## src/rtl/multicycle_ctrl_fsm.sv

```systemverilog
// ---------------------------------------------------------------------------
// multicycle_ctrl_fsm
//
// Main sequencing FSM for the multicycle ARM datapath. It steps each
// instruction through FETCH / DECODE / execute / writeback. In each state it
// drives the datapath mux selects and the raw write strobes. It also
// handshakes with a shared instruction/data memory that may insert wait
// states, and aborts an access that waits too long.
//
// Parameters
//   WAIT_LIMIT  max consecutive wait cycles in a memory state before the
//               access is aborted (0 disables the timeout, range 0..255)
//
// Ports
//   clk          clock
//   reset        synchronous, active-high reset
//   op           instr[27:26]
//   funct        instr[25:20] (funct[5]=I, funct[0]=L for memory ops)
//   mem_ready    memory completes the current access this cycle
//   mem_req      memory access request
//   ir_write     load instruction register
//   next_pc      PC <= PC+4
//   adr_src      memory address select: 0=PC, 1=ALU result register
//   alu_src_a    0=Rn, 1=PC
//   alu_src_b    0=Rm, 1=ExtImm, 2=const 4
//   result_src   0=ALUOut, 1=Data reg, 2=ALU direct
//   alu_op       1=ALU function from funct, 0=add
//   reg_w        raw register write strobe (gated later by condex)
//   mem_w        raw memory write strobe (gated later by condex)
//   branch       raw branch strobe (gated later by condex)
//   instr_done   one-cycle pulse on the final cycle of an instruction
//   illegal      one-cycle pulse when op=2'b11 is decoded
//   mem_timeout  one-cycle pulse when a wait-state abort happens
//   state        current state, for debug
// ---------------------------------------------------------------------------
module multicycle_ctrl_fsm #(
    parameter int WAIT_LIMIT = 15
) (
    input  logic       clk,
    input  logic       reset,
    input  logic [1:0] op,
    input  logic [5:0] funct,
    input  logic       mem_ready,
    output logic       mem_req,
    output logic       ir_write,
    output logic       next_pc,
    output logic       adr_src,
    output logic [1:0] alu_src_a,
    output logic [1:0] alu_src_b,
    output logic [1:0] result_src,
    output logic       alu_op,
    output logic       reg_w,
    output logic       mem_w,
    output logic       branch,
    output logic       instr_done,
    output logic       illegal,
    output logic       mem_timeout,
    output logic [3:0] state
);

    localparam logic [3:0] S_FETCH    = 4'd0;
    localparam logic [3:0] S_DECODE   = 4'd1;
    localparam logic [3:0] S_MEMADR   = 4'd2;
    localparam logic [3:0] S_MEMREAD  = 4'd3;
    localparam logic [3:0] S_MEMWB    = 4'd4;
    localparam logic [3:0] S_MEMWRITE = 4'd5;
    localparam logic [3:0] S_EXECR    = 4'd6;
    localparam logic [3:0] S_EXECI    = 4'd7;
    localparam logic [3:0] S_ALUWB    = 4'd8;
    localparam logic [3:0] S_BRANCH   = 4'd9;

    localparam logic [7:0] LIMIT  = 8'(WAIT_LIMIT);
    localparam bit         TMO_EN = (WAIT_LIMIT != 0);

    logic [3:0] r_state;
    logic [3:0] w_state_next;
    logic [7:0] r_wait_cnt;
    logic       w_in_mem_state;
    logic       w_waiting;
    logic       w_timeout;

    // Only funct[5] (I) and funct[0] (L) steer sequencing. The rest of funct
    // belongs to the ALU decoder.
    logic w_unused_funct;
    assign w_unused_funct = ^funct[4:1];

    assign w_in_mem_state = (r_state == S_FETCH) || (r_state == S_MEMREAD) ||
                            (r_state == S_MEMWRITE);
    assign w_waiting      = w_in_mem_state && !mem_ready;
    // A completing access (mem_ready=1) wins over the limit, because
    // w_waiting already requires mem_ready=0.
    assign w_timeout      = TMO_EN && w_waiting && (r_wait_cnt == LIMIT);

    // -----------------------------------------------------------------------
    // State register and wait counter
    // -----------------------------------------------------------------------
    always_ff @(posedge clk) begin
        if (reset) begin
            r_state    <= S_FETCH;
            r_wait_cnt <= 8'd0;
        end else begin
            r_state <= w_state_next;
            // The counter restarts on any state change. It also restarts
            // after an abort, which matters when FETCH times out back into
            // FETCH.
            if ((w_state_next != r_state) || w_timeout) begin
                r_wait_cnt <= 8'd0;
            end else if (w_waiting) begin
                r_wait_cnt <= r_wait_cnt + 8'd1;
            end
        end
    end

    // -----------------------------------------------------------------------
    // Next-state logic
    // -----------------------------------------------------------------------
    always_comb begin
        w_state_next = S_FETCH;
        case (r_state)
            S_FETCH:    w_state_next = mem_ready ? S_DECODE : S_FETCH;
            S_DECODE: begin
                case (op)
                    2'b00:   w_state_next = funct[5] ? S_EXECI : S_EXECR;
                    2'b01:   w_state_next = S_MEMADR;
                    2'b10:   w_state_next = S_BRANCH;
                    default: w_state_next = S_FETCH;
                endcase
            end
            S_MEMADR:   w_state_next = funct[0] ? S_MEMREAD : S_MEMWRITE;
            S_MEMREAD:  w_state_next = mem_ready ? S_MEMWB : S_MEMREAD;
            S_MEMWB:    w_state_next = S_FETCH;
            S_MEMWRITE: w_state_next = mem_ready ? S_FETCH : S_MEMWRITE;
            S_EXECR:    w_state_next = S_ALUWB;
            S_EXECI:    w_state_next = S_ALUWB;
            S_ALUWB:    w_state_next = S_FETCH;
            S_BRANCH:   w_state_next = S_FETCH;
            default:    w_state_next = S_FETCH;
        endcase
        if (w_timeout) begin
            w_state_next = S_FETCH;
        end
    end

    // -----------------------------------------------------------------------
    // Output decode (Moore, except the mem_ready/op-qualified strobes)
    // -----------------------------------------------------------------------
    always_comb begin
        mem_req     = 1'b0;
        ir_write    = 1'b0;
        next_pc     = 1'b0;
        adr_src     = 1'b0;
        alu_src_a   = 2'd0;
        alu_src_b   = 2'd0;
        result_src  = 2'd0;
        alu_op      = 1'b0;
        reg_w       = 1'b0;
        mem_w       = 1'b0;
        branch      = 1'b0;
        instr_done  = 1'b0;
        illegal     = 1'b0;
        mem_timeout = 1'b0;
        state       = r_state;

        case (r_state)
            S_FETCH: begin
                mem_req    = 1'b1;
                alu_src_a  = 2'd1;
                alu_src_b  = 2'd2;
                result_src = 2'd2;
                ir_write   = mem_ready;
                next_pc    = mem_ready;
            end
            S_DECODE: begin
                alu_src_a  = 2'd1;
                alu_src_b  = 2'd2;
                result_src = 2'd2;
                if (op == 2'b11) begin
                    illegal    = 1'b1;
                    instr_done = 1'b1;
                end
            end
            S_MEMADR: begin
                alu_src_b = 2'd1;
            end
            S_MEMREAD: begin
                mem_req = 1'b1;
                adr_src = 1'b1;
            end
            S_MEMWB: begin
                result_src = 2'd1;
                reg_w      = 1'b1;
                instr_done = 1'b1;
            end
            S_MEMWRITE: begin
                mem_req    = 1'b1;
                adr_src    = 1'b1;
                mem_w      = 1'b1;
                instr_done = mem_ready;
            end
            S_EXECR: begin
                alu_op = 1'b1;
            end
            S_EXECI: begin
                alu_src_b = 2'd1;
                alu_op    = 1'b1;
            end
            S_ALUWB: begin
                reg_w      = 1'b1;
                instr_done = 1'b1;
            end
            S_BRANCH: begin
                alu_src_b  = 2'd1;
                result_src = 2'd2;
                branch     = 1'b1;
                instr_done = 1'b1;
            end
            default: ;
        endcase

        // An aborted access must not load IR, bump PC or write anything.
        if (w_timeout) begin
            mem_req     = 1'b0;
            mem_w       = 1'b0;
            ir_write    = 1'b0;
            next_pc     = 1'b0;
            reg_w       = 1'b0;
            mem_timeout = 1'b1;
        end

        // During reset, present a quiet FETCH. This covers the case where
        // reset abandons an instruction partway through.
        if (reset) begin
            mem_req     = 1'b0;
            ir_write    = 1'b0;
            next_pc     = 1'b0;
            reg_w       = 1'b0;
            mem_w       = 1'b0;
            branch      = 1'b0;
            instr_done  = 1'b0;
            illegal     = 1'b0;
            mem_timeout = 1'b0;
            adr_src     = 1'b0;
            alu_src_a   = 2'd1;
            alu_src_b   = 2'd2;
            result_src  = 2'd2;
            alu_op      = 1'b0;
            state       = S_FETCH;
        end
    end

endmodule

```

## config.mk

```make
export PLATFORM = sky130hd
export DESIGN_NAME = multicycle_ctrl_fsm
export DESIGN_NICKNAME = d
export VERILOG_FILES = /design/src/rtl/multicycle_ctrl_fsm.sv
export SDC_FILE = /design/constraint.sdc
export NUM_CORES = 1
export LEC_CHECK = 0
export ABC_CLOCK_PERIOD_IN_PS = 2460
export CELL_PAD_IN_SITES_DETAIL_PLACEMENT = 1
export CELL_PAD_IN_SITES_GLOBAL_PLACEMENT = 2
export CORE_MARGIN = 2
export CORE_UTILIZATION = 25
export CTS_CLUSTER_DIAMETER = 150
export CTS_CLUSTER_SIZE = 14
export DETAILED_ROUTE_END_ITERATION = 7
export GPL_ROUTABILITY_DRIVEN = 0
export PLACE_DENSITY_LB_ADDON = 0.05
export SLEW_MARGIN = 10
export SYNTH_ARGS = -nofsm -noshare
export SYNTH_HDL_FRONTEND = slang
export SYNTH_SLANG_ARGS = --single-unit
```

## constraint.sdc

```tcl
create_clock -name clk -period 2.46 [get_ports clk]
set_input_delay 0.492 -clock clk [delete_from_list [all_inputs] [get_ports clk]]
set_output_delay 0.492 -clock clk [all_outputs]
set_load 0.005 [all_outputs]
```

-- Yosys cells after proc, flatten, opt, wreduce, memory -nomap -nowiden
Index checks and enable logic that the tools add are counted.
- flip-flop bits (word level): 12
- input port bits: 11
- output and inout port bits: 21
- logic and storage cells: 74
- add/sub/neg operators: 1
- eq/ne operators: 14
- mux-type cells: 40
- reductions and logical operators: 17
- operator list (kind ; count):
    1-bit 2-to-1 mux ; 27
    4-bit one-hot mux with 6 select lines ; 1
    4-bit by 3-bit equality test with 1-bit output, second input constant ; 4
    4-bit one-hot mux with 3 select lines ; 1
    3-bit OR reduction ; 4
    2-bit OR reduction ; 5
    3-bit 2-to-1 mux ; 3
    8-bit by 1-bit adder with 8-bit output, second input constant ; 1
    4-bit by 2-bit equality test with 1-bit output, second input constant ; 2
    4-bit equality test, second input constant ; 2
    8-bit by 4-bit equality test with 1-bit output, second input constant ; 1
    4-bit 2-to-1 mux ; 2
    2-bit one-hot mux with 2 select lines ; 2
    2-bit 2-to-1 mux ; 3
    2-bit equality test, second input constant ; 2
    4-bit by 1-bit equality test with 1-bit output, second input constant ; 1
    4-bit zero test ; 1
    4-bit inequality test ; 1
    1-bit logical OR ; 3
    1-bit one-hot mux with 3 select lines ; 1
    2-bit by 1-bit equality test with 1-bit output, second input constant ; 1
    1-bit logical AND ; 2
    2-bit zero test ; 1
    1-bit zero test ; 1

-- Longest topological paths before layout
Gate-level depths: netlist of the first run.
- depth in word-level cells: 9
- mapped depth: 7
- depth with buffers taken out: 5

-- Least setup slack after synthesis of the first run
OpenSTA, ideal clock, no wires.
- path type: in2out
- from: input mem_ready
- to: output mem_w
- arrival time: 1571 ps
- required time: 1968 ps
- setup slack: 397 ps
- stages: 4
- path through: or3_4 -> a2bb2oi_2 -> or3_1 -> and4_1
- longest elaborated chain between the ends: 5
- RTL lines (item ; RTL line ; source):
    start, declared ; 43 ; input logic mem_ready,
    1-bit zero test ; 89 ; assign w_waiting = w_in_mem_state && !mem_ready;
    1-bit logical AND ; 89 ;
    1-bit logical AND ; 92 ; assign w_timeout = TMO_EN && w_waiting && (r_wait_cnt == LIMIT);
    1-bit 2-to-1 mux ; 221 ; if (w_timeout) begin
    1-bit 2-to-1 mux ; 232 ; if (reset) begin
    end, declared ; 53 ; output logic mem_w,
Every way passes these cells.

-- Worst setup path after layout of the first run
- from: register r_wait_cnt[5]
- to: output mem_w
- longest elaborated chain between the ends: 4
- RTL lines (item ; RTL line ; source):
    start, declared ; 77 ; logic [7:0] r_wait_cnt;
    start signal, assigned ; 109 ; r_wait_cnt <= r_wait_cnt + 8'd1;
    8-bit by 4-bit equality test with 1-bit output ; 92 ;
    1-bit logical AND ; 92 ;
    1-bit 2-to-1 mux ; 221 ;
    1-bit 2-to-1 mux ; 232 ;
Every way passes these cells.

==> flow_summary.yaml, run 1 <==
run_status:
  status: "completed"
finish:
  nets: 189
  finish.utilization_pct: 39.9
  drive_gt1_share_pct: 34.7
  antenna_cells: 0
  fill_cells: 481
  syn_to_final_growth_pct: 55.1
  multi_input_area_um2: 728
  regArea_um2: 245
global_routing:
  grt_usage_pct: 14.3
  grt_start_max_net_pins: 19
  grt_overflow: 0
  first_global_vias: 1056
  antenna_found_initial: 0
  grt_pass1_wl_um: 4990
die:
  rows: 23
  dieWidth_um: 67.7
  core_area_mm2: 0.00394
  ioPinCount: 32
  start_util_pct: 25.7
  die_area_mm2: 0.00458
  fp.dieH_um: 67.7
sta:
  whs_ns: 0.521
  fmax_mhz: 416
  fin_crit_ns: 2.40
  rsz0062_at_grt: "true"
  drv_slew: 0
  period_share_pct: 97.7
  hold_violations: 0
  fin_skew_ns: 0.00516
  worst_slack_ns: 0.0575
  finalSetupViolations: 0
clock_tree:
  hold_buffers: 0
  cts_inserted_buffers: 3
  clock_latency_ns: 0.24
  cts_buffer_depth: 2
  clkTransAtPathRegs_ns: 0.06
  clockRootBuffer: "clkbuf_8"
  ctsHtreeMaxLevel: 1
  cts_tree: "yes"
  cts_sinks: 12
setup_path:
  start_kind: "register"
  critPathCaptureType: "output pin"
  r2r_slack_ns: 0.67
  cp_num_buf_inv: 1
  path_cells: "or4_4 -> or3_4 -> and4_1 -> dlygate4sd2_1"
  cpMaxStageDelayCell: "or4_4"
  path_class: "reg -> out"
  critPathArrivalTime_ns: 1.91
  required_ns: 1.97
  regToRegEndpoint: "r_wait_cnt[6]$_SDFFE_PP0P_"
  r2r_start: "r_state[3]$_SDFF_PP0_"
  crit_family: "simple AND/OR/NAND/NOR gates"
  path_max_fanout: 2
  r2r_cells: 7
  slowest_delay_ns: 0.53
synth:
  syn_area_per_cell_um2: 7.75
  yosys-top-cells-area: "dfxtp_1 24%, nor2_1 5.9%, nor2_2 4.3%"
  seq_area_frac_synth_pct: 23.7
  synth_seq_cells: 12
  synthArstFlopShare_pct: 0
  synth_edf_count: 0
  synth_fp_nets: 143
  synth_top_area_share_pct: 23.7
  syn_inst: 131
  synth_top_cell_by_area: "dfxtp_1"
  ys.flop_type: "dfxtp_1"
  ys_types: 43
  ys_warn_count: 0
  synth_area_mm2: 0.00101
detailed_routing:
  avgRoutedWirePerCell_um: 13.7
  drt-initial-drc-count: 34
  finalWirelength_um: 3110
  vias: 1044
  drc: 0
  drt_first_pass_iters: 4
  ant_nets: 0
  avgViaCountPerCell: 4.62
pwr:
  p_leak_nw: 0.633
  peakVddDrop_mv: 0.358
  power_density_mw_per_mm2: 415
placed_design:
  hpwl_um: 2390
  io_buffers: 26
  dp_slack_ns: -0.545
run:
  maxCapViolations: 0
min_path:
  holdCritStartpoint: "r_wait_cnt[1]$_SDFFE_PP0P_"
  hold_end: "r_wait_cnt[1]$_SDFFE_PP0P_"
  hold_path.class: "reg -> reg"
  whs_path_depth: 2
## worst min-delay path, stage by stage, from the launching register on
cell     delay, ns
dfxtp_1       0.33
nand2_1       0.09
a21oi_2       0.05
## layout by cell type (no fill, tap or decap), types with 3 or more instances in the layout
master            n
xnor2_1           4
dfxtp_1           8
nor2_2            7
clkbuf_8          4
dfxtp_2           4
a21oi_1           6
and4_1            3
and3_1            4
buf_4            23
xor2_1            4
nor3_1            3
buf_6             4
clkdlybuf4s50_1  21
nand2b_1          6
nor2b_1           5
nand2_1          10
dlygate4sd2_1     3
nor2_1           16
## Yosys cell counts, types with 2 or more instances
library cell   n
buf_6          2
xnor2_1        4
inv_1          2
nor2_2         7
a21oi_1        6
nand2_1       10
and3_1         5
nor3_1         6
buf_4          5
or2_1          2
and4_1         3
dfxtp_1       12
xor2_1         4
nor2b_1        7
nand2b_1       6
clkbuf_1       5
nor2_1        16
o21ai_0        2
nand4_1        2
nand3_1        2
## where the power goes
| group | internal, mW | leakage [nW] | switching [mW] |
|---|---|---|---|
| clock | 0.142 | 0.0288 | 0.0773 |
| sequential | 0.201 | 0.0990 | 0.00686 |
| combinational | 0.118 | 0.505 | 0.109 |
## worst max path at each step
stage                     cells past startpoint                       start         end
after floorplan                               4                   mem_ready       mem_w
after global placement                        6                   mem_ready       mem_w
after detailed placement                      6                   mem_ready       mem_w
after CTS                                     4  r_wait_cnt[4]$_SDFFE_PP0P_       mem_w
after global routing                          6       r_state[3]$_SDFF_PP0_  instr_done
final                                         4  r_wait_cnt[5]$_SDFFE_PP0P_       mem_w
## cells by family (layout without fill, tap and decap cells)
group | count (synthesis) | in the layout | synth area share [%]
and+or+nand+nor | 74 | 74 | 41.1
AOI/OAI and AO/OA | 20 | 20 | 16.6
buffers and inverters | 14 | 59 | 8.51
DFF | 12 | 12 | 23.7
xor gates and xnor gates | 9 | 9 | 8.51
adders and majority gates | 1 | 1 | 1.23
other | 1 | 1 | 0.370
## final cells by class
cell class | instances | area share, %
flip-flops and latches | 12 | 15.6
inverters | 2 | 0.715
multi-input cells | 105 | 46.3
well taps | 50 | 3.97
repair buffers | 53 | 30.0
clock buffers | 4 | 3.50
## routing by layer
| layer | wire length, um | up-vias | share of wire, % | global-route usage [%] |
|---|---|---|---|---|
| li1 | - | 534 | - | - |
| met5 | 0 | - | 0 | 0 |
| met3 | 117 | 2 | 3.8 | 2.50 |
| met4 | 11 | 0 | 0.35 | 3.06 |
| met2 | 1410 | 19 | 45 | 23.4 |
| met1 | 1570 | 489 | 51 | 19.6 |
## timing repair
action | 4_1_cts | 5_1_grt
buffers inserted | 0 | 6
setup endpoints to repair | 8 | 11
pin swaps | 2 | 2
endpoints found under the hold margin | 0 | 0
resized for setup | 13 | 13
## registers in the layout, indices dropped and copies added, names as in the netlist
name and count:
r_state 4, r_wait_cnt 8
## through the flow
step           setup TNS (ns)  power, mW  cells  cell area (um^2)
2_1_floorplan               0      0.337    131              1010
3_3_place_gp            -1.71      0.421    216              1420
3_5_place_dp            -1.76      0.424    216              1420
4_1_cts                     0      0.647    220              1500
5_1_grt               -0.0411      0.692    226              1570
6_report                    0      0.654    226              1570
Power figures use the tool's default switching activity.
==> inputs of run 2 (changes only) <==
- ABC_CLOCK_PERIOD_IN_PS: 2460 -> 2450
- HOLD_SLACK_MARGIN: unset -> 0.03
- TNS_END_PERCENT: unset -> 10
- clock period: 2.46 -> 2.45 ns (I/O delays scaled with it)
==> run 2 against run 1 <==
Against the previous run:
- clock power down 4%
- critical path type is now in -> out
- sequential share of layout area up 0.24 points
- flip-flop and latch count unchanged
- combinational power about the same
- wire length up 1.4%
- critical endpoint unchanged
- critical path depth up 2
- largest cell class unchanged
==> flow_summary.yaml, run 2 (same netlist as run 1, synthesis figures left out) <==
setup_path:
  cpMaxStageDelayCell: "or3_4"
  r2r_start: "r_state[3]$_SDFF_PP0_"
  crit_path_start: "mem_ready"
  critPathCaptureType: "output pin"
  path_cells: "clkdlybuf4s15_2 -> or3_4 -> a2bb2oi_2 -> or3_4 -> and4_1 -> dlygate4sd2_1"
  cp_num_buf_inv: 2
  path_class: "in -> out"
  critPathArrivalTime_ns: 1.94
  path_max_fanout: 3
  crit_top_cell: "or3_4"
  crit_family: "simple AND/OR/NAND/NOR gates"
  start_kind: "primary input"
  required_ns: 1.96
  slowest_delay_ns: 0.34
die:
  start_util_pct: 25.7
  die_area_mm2: 0.00458
  dieWidth_um: 67.7
  ioPinCount: 32
  core_area_mm2: 0.00394
  rows: 23
  fp.dieH_um: 67.7
finish:
  antenna_cells: 0
  syn_to_final_growth_pct: 52.8
  final_cells: 221
  drive_gt1_share_pct: 34.5
  layout_common_cells: "21 x clkdlybuf4s50_1, 19 x buf_4, 14 x nor2_1, 9 x nor2_2, 9 x nand2_1"
  nets: 184
  final_common_cell: "clkdlybuf4s50_1"
  regArea_um2: 245
  top_regs: "r_wait_cnt (8), r_state (4)"
  fill_cells: 474
  largest_reg_flops: 8
  top_register: "r_wait_cnt"
  multi_input_area_um2: 743
clock_tree:
  clockRootBuffer: "clkbuf_8"
  cts_tree: "yes"
  post-cts-setup-buffer-count: 0
  cts_buffer_depth: 2
  cts_inserted_buffers: 3
  clock_latency_ns: 0.24
  clkTransAtPathRegs_ns: 0.05
  cts_sinks: 12
  ctsHtreeMaxLevel: 1
  hold_buffers: 0
pwr:
  peakVddDrop_mv: 0.347
  p_int_uw: 459
  pwr-share-seq_pct: 32.3
  power_density_mw_per_mm2: 417
  p_sw_uw: 186
  p_sw_share_pct: 28.8
  comb_power_share_pct: 35.0
  p_leak_nw: 0.617
  power_uw: 646
  p_clk_share_pct: 32.7
sta:
  rsz0062_at_grt: "true"
  hold_violations: 0
  whs_ns: 0.525
  fin_crit_ns: 2.43
  period_share_pct: 99.2
  drv_slew: 0
  fin_skew_ns: 0.000830
  fmax_mhz: 411
  finalSetupViolations: 0
run:
  maxCapViolations: 0
detailed_routing:
  vias: 1062
  drc: 0
  drt_first_pass_iters: 6
  ant_nets: 0
  avgViaCountPerCell: 4.81
  drt-initial-drc-count: 20
  avgRoutedWirePerCell_um: 14.2
  finalWirelength_um: 3150
global_routing:
  grt_overflow: 0
  first_global_vias: 1054
  grt_usage_pct: 14.4
  grt_pass1_wl_um: 4920
  antenna_found_initial: 0
  grt_start_max_net_pins: 19
run_status:
  status: "completed"
placed_design:
  io_buffers: 26
  hpwl_um: 2480
  dp.cells: 217
min_path:
  hold_path.class: "reg -> reg"
  holdCritStartpoint: "r_wait_cnt[1]$_SDFFE_PP0P_"
## run 2: cell types whose count changed in the layout (fill, tap and decap cells not counted), moves of 2 or more
cell | previous run | this run
nor2_1 | 16 | 14
nor3_2 | 2 | 0
buf_4 | 23 | 19
nor2_2 | 7 | 9
## run 2: routing by layer
metal  vias to the layer above  global-route usage [%]  wire (um)
met1                       508                    17.8       1550
met3                         4                    3.00        109
met5                         -                       0          0
met4                         0                    3.06         19
met2                        23                    25.6       1470
li1                        527                       -          -
## run 2: final timing paths
| path | end | slack [ns] | cells past startpoint |
|---|---|---|---|
| min | r_wait_cnt[1]$_SDFFE_PP0P_ | 0.53 | 2 |
| max | mem_w | 0.02 | 6 |
| min reg2reg | r_wait_cnt[1]$_SDFFE_PP0P_ | 0.53 | 2 |
| max reg2reg | r_wait_cnt[4]$_SDFFE_PP0P_ | 0.66 | 7 |
## run 2: repair_timing
action,CTS,global route
pin swaps,1,2
resized for setup,12,16
endpoints found under the setup margin,9,11
endpoints found under the hold margin,0,0
gates cloned,0,0
## run 2: layout make-up
type | count | share of cell area, %
timing repair buffer | 48 | 28.2
clock buffer | 4 | 3.55
inverter | 2 | 0.484
sequential | 12 | 15.8
tap | 50 | 4.04
multi-input combinational | 105 | 47.9
## run 2: power groups by stage
stage | clock (mW) | combinational, mW | sequential, mW
floorplan | 0 | 0.129 | 0.209
global placement | 0 | 0.213 | 0.211
detailed placement | 0 | 0.217 | 0.212
CTS | 0.222 | 0.220 | 0.208
global route | 0.232 | 0.246 | 0.209
finish | 0.211 | 0.226 | 0.209
## run 2: metrics by stage
step                cell area [um^2]  setup slack (ns)  TNS (ns)  utilization [%]
floorplan                       1010             0.391         0                -
CTS                             1500           -0.0235   -0.0406             38.1
global placement                1420            -0.553     -1.74             36.1
detailed placement              1420            -0.553     -1.87             36.1
finish                          1550            0.0191         0             39.3
global route                    1550           -0.0287   -0.0523             39.3
## run 2: worst register-to-register path, cell delays in order (launching register included)
cell	delay [ns]
dfxtp_1	0.33
or3_4	0.38
a2bb2oi_2	0.14
buf_4	0.16
o31ai_4	0.25
buf_4	0.17
a211o_4	0.18
nor2_2	0.06
